--- config.mk ---
export PLATFORM = sky130hd
export DESIGN_NAME = spi_mem_arbiter
export DESIGN_NICKNAME = d
export VERILOG_FILES = /design/src/rtl/spi_mem_arb_pkg.sv /design/src/rtl/spi_mem_arb_stats.sv /design/src/rtl/spi_mem_arbiter.sv
export SDC_FILE = /design/constraint.sdc
export NUM_CORES = 1
export LEC_CHECK = 0
export BUFFER_PORTS_ARGS = -buffer_cell sky130_fd_sc_hd__buf_2
export CORE_MARGIN = 10
export CORE_UTILIZATION = 32
export CTS_BUF_LIST = sky130_fd_sc_hd__clkbuf_8
export CTS_CLUSTER_SIZE = 25
export DETAILED_ROUTE_END_ITERATION = 10
export PLACE_DENSITY = 0.71
export RECOVER_POWER = 50
export SLEW_MARGIN = 20
export SYNTH_ARGS = -nofsm -noshare
export SYNTH_HDL_FRONTEND = slang
export SYNTH_SLANG_ARGS = --single-unit
export TNS_END_PERCENT = 5
--- constraint.sdc ---
create_clock -name clk -period 1.92 [get_ports clk]
set_clock_uncertainty 0.05 [all_clocks]
set_input_delay 0.384 -clock clk [delete_from_list [all_inputs] [get_ports clk]]
set_output_delay 0.384 -clock clk [all_outputs]
set_load 0.005 [all_outputs]
--- src/rtl/spi_mem_arb_pkg.sv ---
// spi_mem_arb_pkg: shared types and constants for the SPI/host memory arbiter
package spi_mem_arb_pkg;
  typedef enum logic [1:0] {RSRC_NONE, RSRC_SPI, RSRC_HOST} rsrc_t;
  localparam int STAT_W = 32;
endpackage

--- src/rtl/spi_mem_arb_stats.sv ---
// spi_mem_arb_stats: saturating SPI-grant, host-accept and host-stall counters (clk, rst, inc_* in, *_cnt out)
module spi_mem_arb_stats
  import spi_mem_arb_pkg::*;
(
  input  logic              clk,
  input  logic              rst,
  input  logic              inc_spi,
  input  logic              inc_host,
  input  logic              inc_stall,
  output logic [STAT_W-1:0] spi_cnt,
  output logic [STAT_W-1:0] host_cnt,
  output logic [STAT_W-1:0] stall_cnt
);
  always_ff @(posedge clk) begin
    if (rst) begin
      spi_cnt   <= '0;
      host_cnt  <= '0;
      stall_cnt <= '0;
    end else begin
      if (inc_spi && !(&spi_cnt)) spi_cnt <= spi_cnt + 1'b1;
      if (inc_host && !(&host_cnt)) host_cnt <= host_cnt + 1'b1;
      if (inc_stall && !(&stall_cnt)) stall_cnt <= stall_cnt + 1'b1;
    end
  end
endmodule

--- src/rtl/spi_mem_arbiter.sv ---
// spi_mem_arbiter: SPI-priority arbiter sharing one byte memory with a valid/ready host port (s_* SPI, h_* host, m_* memory; stat_* outputs with SPI_MEM_ARB_STATS_EN)
module spi_mem_arbiter
  import spi_mem_arb_pkg::*;
#(
  parameter int ADDR_W = 16,
  parameter int DATA_W = 8
) (
  input  logic              clk,
  input  logic              rst,
  input  logic [23:0]       s_addr,
  input  logic              s_en,
  input  logic              s_wr,
  input  logic [DATA_W-1:0] s_wdata,
  output logic [DATA_W-1:0] s_rdata,
  input  logic              h_valid,
  output logic              h_ready,
  input  logic              h_wr,
  input  logic [ADDR_W-1:0] h_addr,
  input  logic [DATA_W-1:0] h_wdata,
  output logic              h_rvalid,
  output logic [DATA_W-1:0] h_rdata,
  output logic              m_en,
  output logic              m_wr,
  output logic [ADDR_W-1:0] m_addr,
  output logic [DATA_W-1:0] m_wdata,
  input  logic [DATA_W-1:0] m_rdata
`ifdef SPI_MEM_ARB_STATS_EN
  ,
  output logic [STAT_W-1:0] stat_spi_cnt,
  output logic [STAT_W-1:0] stat_host_cnt,
  output logic [STAT_W-1:0] stat_stall_cnt
`endif
);
  rsrc_t rsrc, rsrc_next;
  logic [DATA_W-1:0] s_hold, h_hold;
  logic unused_addr_hi;
  assign unused_addr_hi = ^s_addr[23:ADDR_W];
  assign h_ready = ~s_en;
  always_comb begin
    m_en      = s_en | h_valid;
    m_wr      = s_en ? s_wr : h_valid & h_wr;
    m_addr    = s_en ? s_addr[ADDR_W-1:0] : h_addr;
    m_wdata   = s_en ? s_wdata : h_wdata;
    rsrc_next = s_en ? RSRC_SPI : (h_valid && !h_wr) ? RSRC_HOST : RSRC_NONE;
  end
  always_ff @(posedge clk) begin
    if (rst) begin
      rsrc   <= RSRC_NONE;
      s_hold <= '0;
      h_hold <= '0;
    end else begin
      rsrc <= rsrc_next;
      if (rsrc == RSRC_SPI) s_hold <= m_rdata;
      if (rsrc == RSRC_HOST) h_hold <= m_rdata;
    end
  end
  // rst gates the pulse so a read accepted just before reset never reports
  assign h_rvalid = (rsrc == RSRC_HOST) & ~rst;
  assign h_rdata  = h_rvalid ? m_rdata : h_hold;
  assign s_rdata  = (rsrc == RSRC_SPI) ? m_rdata : s_hold;
`ifdef SPI_MEM_ARB_STATS_EN
  spi_mem_arb_stats u_stats (
    .clk       (clk),
    .rst       (rst),
    .inc_spi   (s_en),
    .inc_host  (h_valid & ~s_en),
    .inc_stall (h_valid & s_en),
    .spi_cnt   (stat_spi_cnt),
    .host_cnt  (stat_host_cnt),
    .stall_cnt (stat_stall_cnt)
  );
`endif
endmodule

==> impl_metrics.toml <==
[die]
die-area_um2 = 6660
ioPinCount = 114
die_w_um = 81.6
die_h_um = 81.6
row_count = 22
core_um2 = 3660
start_util = 0.332

[synth]
synth_compound_area_frac = 0.0371
synth_top_area_share = 0.297
synth_cell_types = 18
synthesis.nets = 179
synth-simple-area-share = 0.208
yosysWarnings = 0
yosys-top-cells-count = "mux2_2 (32), dfxtp_1 (18), nand2_1 (18)"
synth_edf_count = 0
syn_avg_cell_area_um2 = 11.1
synth_flop_cell = "dfxtp_1"
synthAdderAreaFrac = 0
ys_ff_latch = 18
synth_top_family_by_area = "multiplexers"
async_flop_share = 0
syn_inst = 109
synth.most_common_cell = "mux2_2"
synth_area_um2 = 1210
yosys.area.top_type = "dfxtp_1"
muxShareOfSynthArea = 0.396
synth-xor-area-share = 0
synthTopCellsByArea = "dfxtp_1 (30%), mux2_2 (30%), mux2_4 (9.9%)"
seq_area_frac_synth = 0.297

[clocking]
clk_path_buf_depth = 2
insertion_delay_ns = 0.25
path_clk_slew_ns = 0.07
ctsHoldBuffers = 0
cts.sinks = 18
cts_tree = "done"
cts_htree_levels = 1
cts_inserted_buffers = 3
clockRootBuffer = "clkbuf_8"

[finish]
n_antenna_cell = 0
nets = 284
final_util = 0.487
layout-drive-gt1-share = 0.728
fillerInstances = 353
area_delta_synth_final_pct = 46.8

[grt]
antenna_found_initial = 0
grt_pass1_vias = 1313
grt_remaining_overflow = 0
gr-usage-all-layers = 0.116
grt_pass1_wl_um = 6090
grt_max_degree = 30

[place]
hpwl_um = 3520
io_buffers = 105
gp_congestion = 0.796

[timing]
fin_crit_ns = 1.84
fmax_mhz = 544
hold_violations = 0
drv_slew = 0
max_slew_margin = 0.566
setup_viol = 0
worst_pin_slew_ns = 0.651
fin_crit_sh = 0.957
rsz0062_at_grt = "no"
setup_tns_ns = 0
hold_slack_ns = 0.265

[worst_setup_path]
r2r_slack_ns = 0.63
start_kind = "flop"
worstPathMaxFanout = 4
r2r_cells = 3
crit_arrival_ns = 1.40
endpoint_kind = "primary output"
critPathKind = "flop to primary output"
cp.required_ns = 1.49
r2r_end = "s_hold[7]"
rr_startpoint = "rsrc[1]"

[flow_run]
maxCapViolations = 0

[route]
drc = 0
firstDrtPassIters = 5
avgRoutedWirePerCell_um = 15.6
drt_wl_total_um = 4080
viasPerCell = 4.51
dr.first_iter.drc_count = 39
vias = 1176
drtAntennaViolNets = 0

[status]
status = "finished clean"

[power_and_ir_drop]
total_power_w = 0.000962
power_density_nw_per_um2 = 540
ir_drop_mv = 0.200
leakagePower_nw = 0.900

[hold_path]
min_from = "h_wr"
hp-class = "input port to flop"
worstHoldEndpoint = "rsrc[1]"
hold_depth = 2
## cells in the final DEF (no fill, tap or decap), drive strengths merged
cell type and n:
nand2 18, or2 1, nor2 3, mux2 40, inv 1, clkbuf 10, a21oi 8, nand2b 2
nor2b 8, buf 101, o21ai 1, dfxtp 18, nor4b 1, and2b 1
## per-stage QoR
step | setup WS [ns] | instance area, µm² | instances
5_1_grt | 0.00877 | 1780 | 261
3_3_place_gp | 0.113 | 1740 | 255
6_report | 0.0821 | 1780 | 261
4_1_cts | 0.0276 | 1810 | 261
2_1_floorplan | 0.356 | 1210 | 109
3_5_place_dp | 0.116 | 1740 | 255
## power by group
part / internal, W / total [W] / switching [W]
combinational: 0.000156 / 0.000262 / 0.000106
clock: 0.000182 / 0.000308 / 0.000126
sequential: 0.000387 / 0.000392 / 0.00000520
total: 0.000725 / 0.000962 / 0.000237
## metal layers
| metal | up-vias | track usage | routed length [µm] |
|---|---|---|---|
| li1 | 581 | - | - |
| met1 | 515 | 0.107 | 1440 |
| met2 | 78 | 0.195 | 1840 |
| met3 | 2 | 0.0939 | 774 |
| met4 | 0 | 0.0306 | 14 |
| met5 | - | 0 | 0 |
## worst max-delay path by stage
stage / startpoint / end / cells after the start
final: rsrc[0] / h_rdata[2] / 4
after global routing: rsrc[0] / h_rdata[7] / 4
after CTS: rsrc[0] / h_rdata[4] / 4
after detailed placement: s_en / m_addr[1] / 3
after global placement: s_en / m_wdata[3] / 3
after floorplan: s_en / m_wdata[2] / 3
## worst max-delay path, stage by stage (launching register included)
cell	delay, ns
dfxtp_2	0.34
nand2b_4	0.19
nor2_4	0.15
mux2_2	0.35
buf_2	0.13
## cells by family after synthesis
group	after synthesis
and+or+nand+nor	33
DFF	18
AOI/OAI and AO/OA	9
muxes	40
buffers and inverters	9
## registers in the layout, indices dropped and copies added, names as in the netlist
name and flops:
h_hold 8, s_hold 8, rsrc 2
## what timing repair did
item	in CTS	in global routing
setup endpoints to repair	8	8
buffers inserted	1	0
pin swaps	1	2
resized for setup	0	1
gates cloned	1	0
## cell type report
type	instances	area (µm²)	area share
flip-flops and latches	18	362	0.203
clock buffers	4	55.1	0.0309
repair buffers	107	532	0.298
well taps	48	60.1	0.0337
inverters	1	3.75	0.00211
multi-input cells	83	769	0.432
Power figures use the tool's default switching activity.
